===== src/rtl/gearbox_stream_arbiter.sv =====
// -----------------------------------------------------------------------------
// gearbox_stream_arbiter
//
// Round-robin AXI-Stream arbiter sharing one gearbox_downsizing_2x between N
// requesters. The grant is locked to one requester for a whole packet
// (delimited by tlast). The selected beat passes through a one-deep registered
// output stage and is tagged with the source index on m_tid.
//
// Optional feature: define GEARBOX_ARB_BURST_LIMIT_EN to release the grant
// after MAX_BURST beats even when tlast has not been seen. The packet then
// resumes at that requester's next grant, so downstream must use m_tid to
// reassemble it.
// -----------------------------------------------------------------------------
module gearbox_stream_arbiter #(
    parameter int unsigned N         = 4,
    parameter int unsigned W         = 80,
    parameter int unsigned MAX_BURST = 16
) (
    input  logic                 aclk,
    input  logic                 areset,
    input  logic [N*W-1:0]       s_tdata,
    input  logic [N-1:0]         s_tvalid,
    input  logic [N-1:0]         s_tlast,
    output logic [N-1:0]         s_tready,
    output logic [W-1:0]         m_tdata,
    output logic                 m_tvalid,
    output logic                 m_tlast,
    output logic [$clog2(N)-1:0] m_tid,
    input  logic                 m_tready,
    output logic                 busy
);

    localparam int unsigned IW = $clog2(N);

    // Reject configurations outside the supported range at elaboration time.
    if (N < 2 || N > 8) begin : g_chk_n
        $error("gearbox_stream_arbiter: N must be in 2..8");
    end
    if (MAX_BURST < 1 || MAX_BURST > 255) begin : g_chk_burst
        $error("gearbox_stream_arbiter: MAX_BURST must be in 1..255");
    end

    typedef enum logic {
        IDLE  = 1'b0,
        GRANT = 1'b1
    } state_t;

    // Arbitration state
    state_t          state_q, state_d;
    logic [IW-1:0]   grant_q, grant_d;
    logic [IW-1:0]   last_grant_q, last_grant_d;

    // Output stage registers
    logic [W-1:0]    m_tdata_q, m_tdata_d;
    logic            m_tvalid_q, m_tvalid_d;
    logic            m_tlast_q, m_tlast_d;
    logic [IW-1:0]   m_tid_q, m_tid_d;

    // Combinational helpers
    logic            pick_valid;
    logic [IW-1:0]   pick_idx;
    logic [IW-1:0]   cand;
    logic [W-1:0]    sel_data;
    logic            sel_valid;
    logic            sel_last;
    logic            out_free;
    logic            accept;
    logic            burst_hit;

    // The output register can take a new beat when empty or being drained
    // on the same edge, which keeps a packet at one beat per cycle.
    assign out_free = !m_tvalid_q || m_tready;
    assign accept   = (state_q == GRANT) && sel_valid && out_free;

    // Cyclic search for the first requesting input after last_grant.
    always_comb begin
        pick_valid = 1'b0;
        pick_idx   = '0;
        cand       = '0;
        for (int k = 1; k <= int'(N); k++) begin
            cand = IW'((int'(last_grant_q) + k) % int'(N));
            if (!pick_valid && s_tvalid[cand]) begin
                pick_valid = 1'b1;
                pick_idx   = cand;
            end
        end
    end

    // Route the granted requester's data, valid and last to the output stage.
    always_comb begin
        sel_data  = '0;
        sel_valid = 1'b0;
        sel_last  = 1'b0;
        for (int i = 0; i < int'(N); i++) begin
            if (grant_q == IW'(i)) begin
                sel_data  = s_tdata[i*W +: W];
                sel_valid = s_tvalid[i];
                sel_last  = s_tlast[i];
            end
        end
    end

    // Ready goes only to the granted requester, and only while the output
    // stage can take a beat; it is zero in IDLE.
    always_comb begin
        s_tready = '0;
        if (state_q == GRANT) begin
            for (int i = 0; i < int'(N); i++) begin
                if (grant_q == IW'(i)) begin
                    s_tready[i] = out_free;
                end
            end
        end
    end

`ifdef GEARBOX_ARB_BURST_LIMIT_EN
    logic [7:0] beat_cnt_q, beat_cnt_d;

    // The accept that brings the count up to MAX_BURST ends the grant.
    assign burst_hit = accept && (({1'b0, beat_cnt_q} + 9'd1) == 9'(MAX_BURST));

    // Beat counter: cleared when a new grant is taken, bumped on each accept.
    always_comb begin
        beat_cnt_d = beat_cnt_q;
        if (state_q == IDLE && pick_valid) begin
            beat_cnt_d = '0;
        end else if (accept) begin
            beat_cnt_d = beat_cnt_q + 8'd1;
        end
    end

    // Beat counter register.
    always_ff @(posedge aclk or posedge areset) begin
        if (areset) begin
            beat_cnt_q <= '0;
        end else begin
            beat_cnt_q <= beat_cnt_d;
        end
    end
`else
    // Without the limit the grant is held until tlast.
    assign burst_hit = 1'b0;
`endif

    // Next-state logic: take a grant in IDLE, release it on a tlast (or
    // burst-limit) accept. A granted requester that drops valid keeps the
    // grant; there is deliberately no timeout.
    always_comb begin
        state_d      = state_q;
        grant_d      = grant_q;
        last_grant_d = last_grant_q;
        case (state_q)
            IDLE: begin
                if (pick_valid) begin
                    grant_d = pick_idx;
                    state_d = GRANT;
                end
            end
            GRANT: begin
                if (accept && (sel_last || burst_hit)) begin
                    last_grant_d = grant_q;
                    state_d      = IDLE;
                end
            end
            default: begin
                state_d = IDLE;
            end
        endcase
    end

    // Output stage: load on accept, otherwise drop valid once the gearbox
    // has taken the held beat. Payload holds while valid is stalled.
    always_comb begin
        m_tdata_d  = m_tdata_q;
        m_tvalid_d = m_tvalid_q;
        m_tlast_d  = m_tlast_q;
        m_tid_d    = m_tid_q;
        if (accept) begin
            m_tdata_d  = sel_data;
            m_tvalid_d = 1'b1;
            m_tlast_d  = sel_last;
            m_tid_d    = grant_q;
        end else if (m_tvalid_q && m_tready) begin
            m_tvalid_d = 1'b0;
        end
    end

    // Arbitration state registers. Reset sets last_grant to N-1 so that
    // requester 0 wins the first arbitration.
    // NOTE: state is updated with non-blocking assignments so every register
    // samples the values from before the edge, whatever the block order.
    always_ff @(posedge aclk or posedge areset) begin
        if (areset) begin
            state_q      <= IDLE;
            grant_q      <= '0;
            last_grant_q <= IW'(N - 1);
        end else begin
            state_q      <= state_d;
            grant_q      <= grant_d;
            last_grant_q <= last_grant_d;
        end
    end

    // Output stage registers; reset discards any held beat immediately.
    always_ff @(posedge aclk or posedge areset) begin
        if (areset) begin
            m_tdata_q  <= '0;
            m_tvalid_q <= 1'b0;
            m_tlast_q  <= 1'b0;
            m_tid_q    <= '0;
        end else begin
            m_tdata_q  <= m_tdata_d;
            m_tvalid_q <= m_tvalid_d;
            m_tlast_q  <= m_tlast_d;
            m_tid_q    <= m_tid_d;
        end
    end

    assign m_tdata  = m_tdata_q;
    assign m_tvalid = m_tvalid_q;
    assign m_tlast  = m_tlast_q;
    assign m_tid    = m_tid_q;
    assign busy     = (state_q == GRANT);

endmodule

===== config.mk =====
export PLATFORM = sky130hd
export DESIGN_NAME = gearbox_stream_arbiter
export DESIGN_NICKNAME = d
export VERILOG_FILES = /design/src/rtl/gearbox_stream_arbiter.sv
export SDC_FILE = /design/constraint.sdc
export NUM_CORES = 1
export LEC_CHECK = 0
export CAP_MARGIN = 20
export CORE_AREA = 2 2 164 166
export DETAILED_ROUTE_END_ITERATION = 12
export DIE_AREA = 0 0 166 168
export PLACE_DENSITY = 0.63
export SYNTH_ARGS = -nofsm -noshare
export SYNTH_HDL_FRONTEND = slang
export SYNTH_SLANG_ARGS = --single-unit

===== constraint.sdc =====
create_clock -name aclk -period 3.87 [get_ports aclk]
set_input_delay 0.774 -clock aclk [delete_from_list [all_inputs] [get_ports aclk]]
set_output_delay 0.774 -clock aclk [all_outputs]
set_load 0.05 [all_outputs]

# Word level (Yosys, flattened, before mapping)
# Index checks and enable logic that the tools add are counted.
[classes]
addsub = 4
magnitude_cmp = 4
eq_ne = 3
n_mux = 38
n_bitwise = 1
n_reduce_logical = 16
[ops]
columns = ["operator", "n"]
rows = [
  ["2-to-1 mux 80 bit", 4],
  ["2-to-1 mux 1 bit", 24],
  ["< comparator 2 x 3 -> 1 bit, second input constant", 4],
  ["binary-select mux 1 bit (select 2 bit)", 4],
  ["2-to-1 mux 2 bit", 4],
  ["logical AND 1 bit", 7],
  ["adder 2 x 1 -> 2 bit, second input constant", 2],
  ["adder 2 bit, second input constant", 2],
  ["== test 2 bit, second input constant", 2],
  ["zero test 1 bit", 4],
  ["2-to-1 mux 4 bit", 1],
  ["AND reduction 2 bit", 2],
  ["== test 2 x 1 -> 1 bit, second input constant", 1],
  ["zero test 2 bit", 1],
  ["one-hot mux 1 bit (2 select lines)", 1],
  ["nonzero test 2 bit", 1],
  ["logical OR 1 bit", 1],
  ["inverter 1 bit", 1],
]
[word_totals]
regBits = 89
in_bits = 331
wordCells = 73

# Longest topological paths before layout
# Gate-level depths: netlist of the first run.
[logic_depth]
word_depth = 15
ltp_mapped = 6
mapped_depth_nobuf = 4

# Worst setup path after synthesis of the first run
# OpenSTA, ideal clock, no wires.
[synth_timing]
kind = "reg2out"
start = "reg state_q (netlist: busy)"
end = "out s_tready[0]"
t_arrival_ns = 2.115
slack_ns = 0.981
path_stages_with_launch = 4
path_buffers = 1
cell_sequence = "dfrtp_1 clkbuf_1 nand2_1 nor3_1"
[synth_between]
elab_chain_cells = 1
[synth_lines]
columns = ["item", "line", "text"]
rows = [
  ["start: declaration", "49", "state_t state_q, state_d;"],
  ["start signal: assignment", "198", "state_q <= state_d;"],
  ["2-to-1 mux 4 bit", "107", "if (state_q == GRANT) begin"],
  ["end: declaration", "24", "output logic [N-1:0] s_tready,"],
]
# Every way passes these cells.

# Worst setup path after layout of the first run
[layout_timing]
start = "in m_tready"
end = "out s_tready[0]"
[layout_between]
elab_chain_cells = 3
[layout_lines]
columns = ["item", "line", "text"]
rows = [
  ["start: declaration", "29", "input logic m_tready,"],
  ["logical OR 1 bit", "72", "assign out_free = !m_tvalid_q || m_tready;"],
  ["2-to-1 mux 1 bit", "109", "if (grant_q == IW'(i)) begin"],
  ["2-to-1 mux 4 bit", "107", ""],
]
# Every way passes these cells.

==> results of run 1 <==
## critical path, delay by kind of cell
kind | cells | cell delay, ns
and+or+nand+nor | 3 | 0.50
buffers and inverters | 2 | 1.30
## stage by stage
stage / power, mW / setup WS [ns] / util / std cells
after detailed placement: 7.53 / 0.531 / 0.379 / 1060
after CTS: 8.49 / 0.511 / 0.390 / 1076
after global placement: 7.49 / 0.550 / 0.379 / 1060
after global routing: 8.78 / 0.378 / 0.391 / 1077
after floorplan: 5.72 / 0.792 / - / 320
final: 8.33 / 0.531 / 0.391 / 1077
## final timing paths
path	startpoint	end	slack, ns	depth (start not counted)
hold reg to reg	m_tlast$_DFFE_PP0P_	m_tlast$_DFFE_PP0P_	0.48	2
max in group asynchronous	areset	m_tdata[36]$_DFFE_PP0P_	2.39	3
setup reg to reg	grant_q[0]$_DFFE_PP0P_	last_grant_q[1]$_DFFE_PP1P_	1.39	4
hold / removal	m_tlast$_DFFE_PP0P_	m_tlast$_DFFE_PP0P_	0.48	2
setup / recovery	m_tready	s_tready[0]	0.53	5
min in group asynchronous	areset	m_tdata[71]$_DFFE_PP0P_	0.81	2
## layout by cell type (no fill, tap or decap), drive strengths merged, types with 2 or more instances in the layout
cell type / instances
clkdlybuf4s50: 417
dfrtp: 87
mux2: 83
mux4: 82
clkbuf: 11
buf: 10
nand2: 6
inv: 6
o21ai: 5
mux2i: 3
a21oi: 3
and3: 2
nor3: 2
clkinv: 2
dfstp: 2
nand3: 2
## cell families (layout without fill, tap and decap cells)
group	Yosys count	in the layout	synth area share
AOI/OAI and AO/OA	14	14	0.0158
and+or+nand+nor	16	16	0.0165
buffers and inverters	33	448	0.0372
muxes	168	168	0.522
other	0	1	0
DFF	89	89	0.409
## flip-flops by register name, indices dropped and copies added, names as in the netlist
register and cells:
busy 1, last_grant_q 2, m_tdata 80, grant_q 2, m_tid 2, m_tlast 1, m_tvalid 1
## layout make-up
| type | count | area [µm²] | share of cell area |
|---|---|---|---|
| diodes | 1 | 2.50 | 0.000243 |
| clock buffers | 11 | 243 | 0.0236 |
| clock inverters | 5 | 63.8 | 0.00620 |
| inverters | 5 | 21.3 | 0.00207 |
| multi-input cells | 198 | 3020 | 0.294 |
| flip-flops and latches | 89 | 2240 | 0.217 |
| well taps | 341 | 427 | 0.0415 |
| repair buffers | 427 | 4270 | 0.415 |
## metal layers
layer  up-vias  GRT usage
li1       2126          -
met1      2385      0.185
met2       178      0.247
met3        10     0.0362
met4         0     0.0359
met5         -          0
## power by group
group | total (mW) | internal [mW] | switching, mW
Combinational | 5.65 | 2.61 | 3.04
Sequential | 1.77 | 1.45 | 0.318
Clock | 0.914 | 0.524 | 0.390
Total | 8.33 | 4.58 | 3.75
==> flow_summary_export.csv, run 1 <==
group,metric,value,unit
logic_synthesis,yosysWarnings,0,
job,max-cap-violations,0,
global_route,grt_use_total,0.145,
clock_network,holdBufCountCts,0,
logic_synthesis,seq_area_frac_synth,0.409,
route,detail-route-antenna-nets,0,
floorplan,dieArea,27900,µm²
power,irDropWorstVdd,0.744,mV
clock_network,post_cts_buffers,0,
hold_path,hp-class,"reg -> reg",
run_status,status,"completed",
route,wire_per_inst,18.9,µm
floorplan,core_area,26400,µm²
route,wl,20400,µm
timing,slew_headroom,0.489,
timing,worst_slew_pin_slew,0.767,ns
logic_synthesis,synth_cells,320,
floorplan,ios,420,
route,met1_length,8410,µm
place,dp_hpwl,16700,µm
route,viasPerCell,4.36,
logic_synthesis,post-synth-top-count-cell,"dfrtp_1",
floorplan,die_height,168,µm
setup_path,critPathMaxStageDelay,0.84,ns
route,first_pass_iters,4,
place,numPortBuffers,419,
route,met2_length,10500,µm
logic_synthesis,yosysUniqueCellTypes,28,
clock_network,clkLatencyLatePin,0.34,ns
logic_synthesis,synth-edff-count,0,
logic_synthesis,yosys-top-cells-area,"dfrtp_1 (40%), mux4_2 (34%), mux2_2 (15%)",
setup_path,path_class,"in -> out",
setup_path,critical_path_peak_fanout,4,
timing,maxSlewViolCount,0,
logic_synthesis,synth_commonest_cells,"dfrtp_1 (87), mux4_2 (82), mux2_2 (74)",
timing,fmax,299,MHz
setup_path,cp_slowest_cell,"clkdlybuf4s50_1",
clock_network,clockBufferDepth,2,
logic_synthesis,yosys.area.top_type_share,0.399,
logic_synthesis,yosysTopAreaCell,"dfrtp_1",
final_layout,layout-drive-gt1-share,0.267,
place,post_dp_cell_area,9980,µm²
clock_network,clkTransAtPathRegs,0.07,ns
power,total_leakage_power,3.90,nW
timing,setup_viol_count_final,0,
place,place_congestion,0.776,
timing,timing.hold.ws,0.478,ns
setup_path,crit_top_cell,"clkdlybuf4s50_1",
global_route,grt_first_pass_wirelength,31000,µm
power,powerDensity,809,nW/µm²
logic_synthesis,synth_nets,651,
clock_network,htree_levels,3,
global_route,grt_max_degree,53,
clock_network,clkSinkCount,89,
route,wl_met3,1220,µm
setup_path,end_kind,"primary output",
clock_network,numCtsBuffers,9,
timing,fin_skew,0.00969,ns
clock_network,cts_resized,0,
global_route,grt_overflow_total,0,
route,drc,0,
timing,tns,0,ns
clock_network,root_buffer,"clkbuf_16",
logic_synthesis,avgSynthCellArea,17.0,µm²
final_layout,area_growth,88.7,%
route,drt_iter0_markers,163,
logic_synthesis,syn_area,5450,µm²
final_layout,nNetsFinal,1061,
floorplan,start_util,0.207,
timing,fin_crit,3.34,ns
logic_synthesis,async_flop_share,1.00,
logic_synthesis,ys.flop_type,"dfrtp_1",
setup_path,worstPathCellList,"clkdlybuf4s50_1 -> nand2b_1 -> nand2_1 -> nor3_1 -> clkdlybuf4s50_1",
floorplan,rows,60,
setup_path,arrival,2.57,ns
global_route,antenna_found_initial,1,
setup_path,required,3.10,ns
clock_network,tritoncts,"yes",
route,routed.top_layer,"met4",
logic_synthesis,synth-seq-cells,89,
route,num_vias,4699,
final_layout,fin_area,10300,µm²
final_layout,fillerInstances,2517,
timing,rsz0062_at_grt,"no",
timing,hold_viol,0,
setup_path,crit_path_start_kind,"input port",
floorplan,chipWidth,166,µm
global_route,first_global_vias,5015,
timing,final.period_utilization,0.863,
Note: power is estimated with default switching activity, not from simulation.
==> run 2, diff against run 1 <==
- CORE_AREA: 2 2 164 166 -> 3 3 160 162
- DIE_AREA: 0 0 166 168 -> 0 0 163 165
- PLACE_DENSITY: 0.63 -> 0.65
==> run 2 against run 1 <==
First-iteration DRC count is 13% lower; largest power group unchanged; maximum frequency is 0.96% lower; hold slack better by 0.016 ns; combinational power is 1% lower.
==> flow_summary_export.csv, run 2 (synthesized netlist as in run 1, its figures left out) <==
group,metric,value,unit
setup_path,end_kind,"primary output",
setup_path,path_class,"in -> out",
global_route,grt_use_total,0.142,
final_layout,mostFrequentLayoutCells,"clkdlybuf4s50_1 (417), dfrtp_1 (85), mux4_2 (82)",
timing,fin_skew,0.0114,ns
setup_path,critical_path_peak_fanout,4,
power,total_power,8.20,mW
clock_network,tritoncts,"yes",
timing,timing.hold.ws,0.494,ns
place,dp_cells,1041,
floorplan,start_util,0.225,
setup_path,reg2reg_to,"m_tdata[14]$_DFFE_PP0P_",
floorplan,chipWidth,163,µm
floorplan,dieArea,26900,µm²
floorplan,ios,420,
clock_network,clockBufferDepth,2,
hold_path,min_from,"m_tlast$_DFFE_PP0P_",
setup_path,crit_start,"m_tready",
floorplan,die_height,165,µm
global_route,grt_overflow_total,0,
setup_path,worstSetupEndpoint,"s_tready[1]",
final_layout,area_growth,87.4,%
floorplan,core_area,24200,µm²
setup_path,timing.rr.start,"grant_q[1]$_DFFE_PP0P_",
hold_path,hp-class,"reg -> reg",
power,irDropWorstVdd,0.927,mV
route,wl,20000,µm
route,wire_per_inst,18.9,µm
setup_path,required,3.10,ns
timing,slew_headroom,0.450,
place,post-place-ws,0.495,ns
clock_network,cts_resized,0,
final_layout,diodes,0,
clock_network,clkSinkCount,89,
global_route,antenna_found_initial,0,
final_layout,ff_latch_area,2240,µm²
place,place_congestion,0.785,
clock_network,root_buffer,"clkbuf_16",
clock_network,holdBufCountCts,0,
clock_network,post_cts_buffers,0,
power,powerDensity,803,nW/µm²
final_layout,fin_util,0.421,
place,dp_hpwl,16500,µm
setup_path,critPathMaxStageDelay,0.84,ns
route,first_pass_iters,5,
final_layout,nNetsFinal,1059,
global_route,first_global_vias,5010,
setup_path,crit_top_cell,"clkdlybuf4s50_1",
clock_network,htree_levels,3,
timing,setup_viol_count_final,0,
route,num_vias,4735,
route,drc,0,
setup_path,crit_path_start_kind,"input port",
timing,final.period_utilization,0.871,
power,total_leakage_power,3.88,nW
clock_network,clkTransAtPathRegs,0.07,ns
setup_path,worstPathCellList,"clkdlybuf4s50_1 -> nand2b_1 -> nand2_1 -> nor3_1 -> clkdlybuf4s50_1",
route,viasPerCell,4.48,
timing,setup_ws,0.498,ns
timing,worst_slew_pin_slew,0.825,ns
timing,tns,0,ns
setup_path,r2r_cells,4,
timing,hold_viol,0,
run_status,status,"completed",
setup_path,reg2reg_slack,1.27,ns
route,drt_iter0_markers,141,
place,post_dp_cell_area,9940,µm²
final_layout,layout-drive-gt1-share,0.263,
final_layout,fillerInstances,2302,
timing,maxSlewViolCount,0,
clock_network,numCtsBuffers,9,
timing,rsz0062_at_grt,"no",
clock_network,clkLatencyLatePin,0.34,ns
setup_path,cp_slowest_cell,"clkdlybuf4s50_1",
global_route,grt_max_degree,48,
final_layout,fin_area,10200,µm²
final_layout,largest_register_ffs,80,
final_layout,finalNonFillerCells,1057,
route,detail-route-antenna-nets,0,
global_route,grt_first_pass_wirelength,29200,µm
setup_path,arrival,2.60,ns
job,max-cap-violations,0,
timing,fmax,297,MHz
timing,fin_crit,3.37,ns
place,numPortBuffers,419,
final_layout,multi_input_comb_area,3020,µm²
final_layout,final_common_cell,"clkdlybuf4s50_1",
floorplan,rows,57,
[run 2: cell types whose count changed in the layout (fill, tap and decap cells not counted)]
cell	delta
clkinvlp_4	+1
clkinv_4	-1
buf_4	-2
clkinv_2	+1
diode_2	-1
bufinv_16	-1
inv_6	-1
clkbuf_1	+1
[run 2: layout make-up]
class,instances,area share
Timing Repair Buffer,425,0.417
Clock buffer,12,0.0241
Clock inverter,4,0.00282
Inverter,5,0.00208
Tap cell,324,0.0397
Sequential cell,89,0.219
Multi-Input combinational cell,198,0.296
[run 2: report_power, final]
part / internal [mW] / switching [mW]
Clock: 0.454 / 0.378
Combinational: 2.60 / 2.98
Sequential: 1.45 / 0.351
[run 2: worst max-delay path: cells and delay by family]
kind / cells / cell delay, ns
buf+inv: 2 / 1.32
simple gates: 3 / 0.50
[run 2: layer usage]
metal  vias up  wire length [µm]  global-route usage
li1       2123                 -                   -
met5         -                 0                   0
met3        12              1540              0.0344
met1      2385              7610               0.170
met4         0               253              0.0411
met2       215             10600               0.252
[run 2: how the worst min path moves through the flow]
stage	to	cells after the start
floorplan	last_grant_q[0]$_DFFE_PP1P_	2
global placement	m_tlast$_DFFE_PP0P_	2
detailed placement	m_tlast$_DFFE_PP0P_	2
CTS	m_tlast$_DFFE_PP0P_	2
global route	m_tdata[41]$_DFFE_PP0P_	1
finish	m_tlast$_DFFE_PP0P_	2
==> run 3, diff against run 2 <==
- CTS_CLUSTER_DIAMETER: default -> 50
==> results of run 3 <==
Final layout, timing and power as in run 2 (identical DEF).
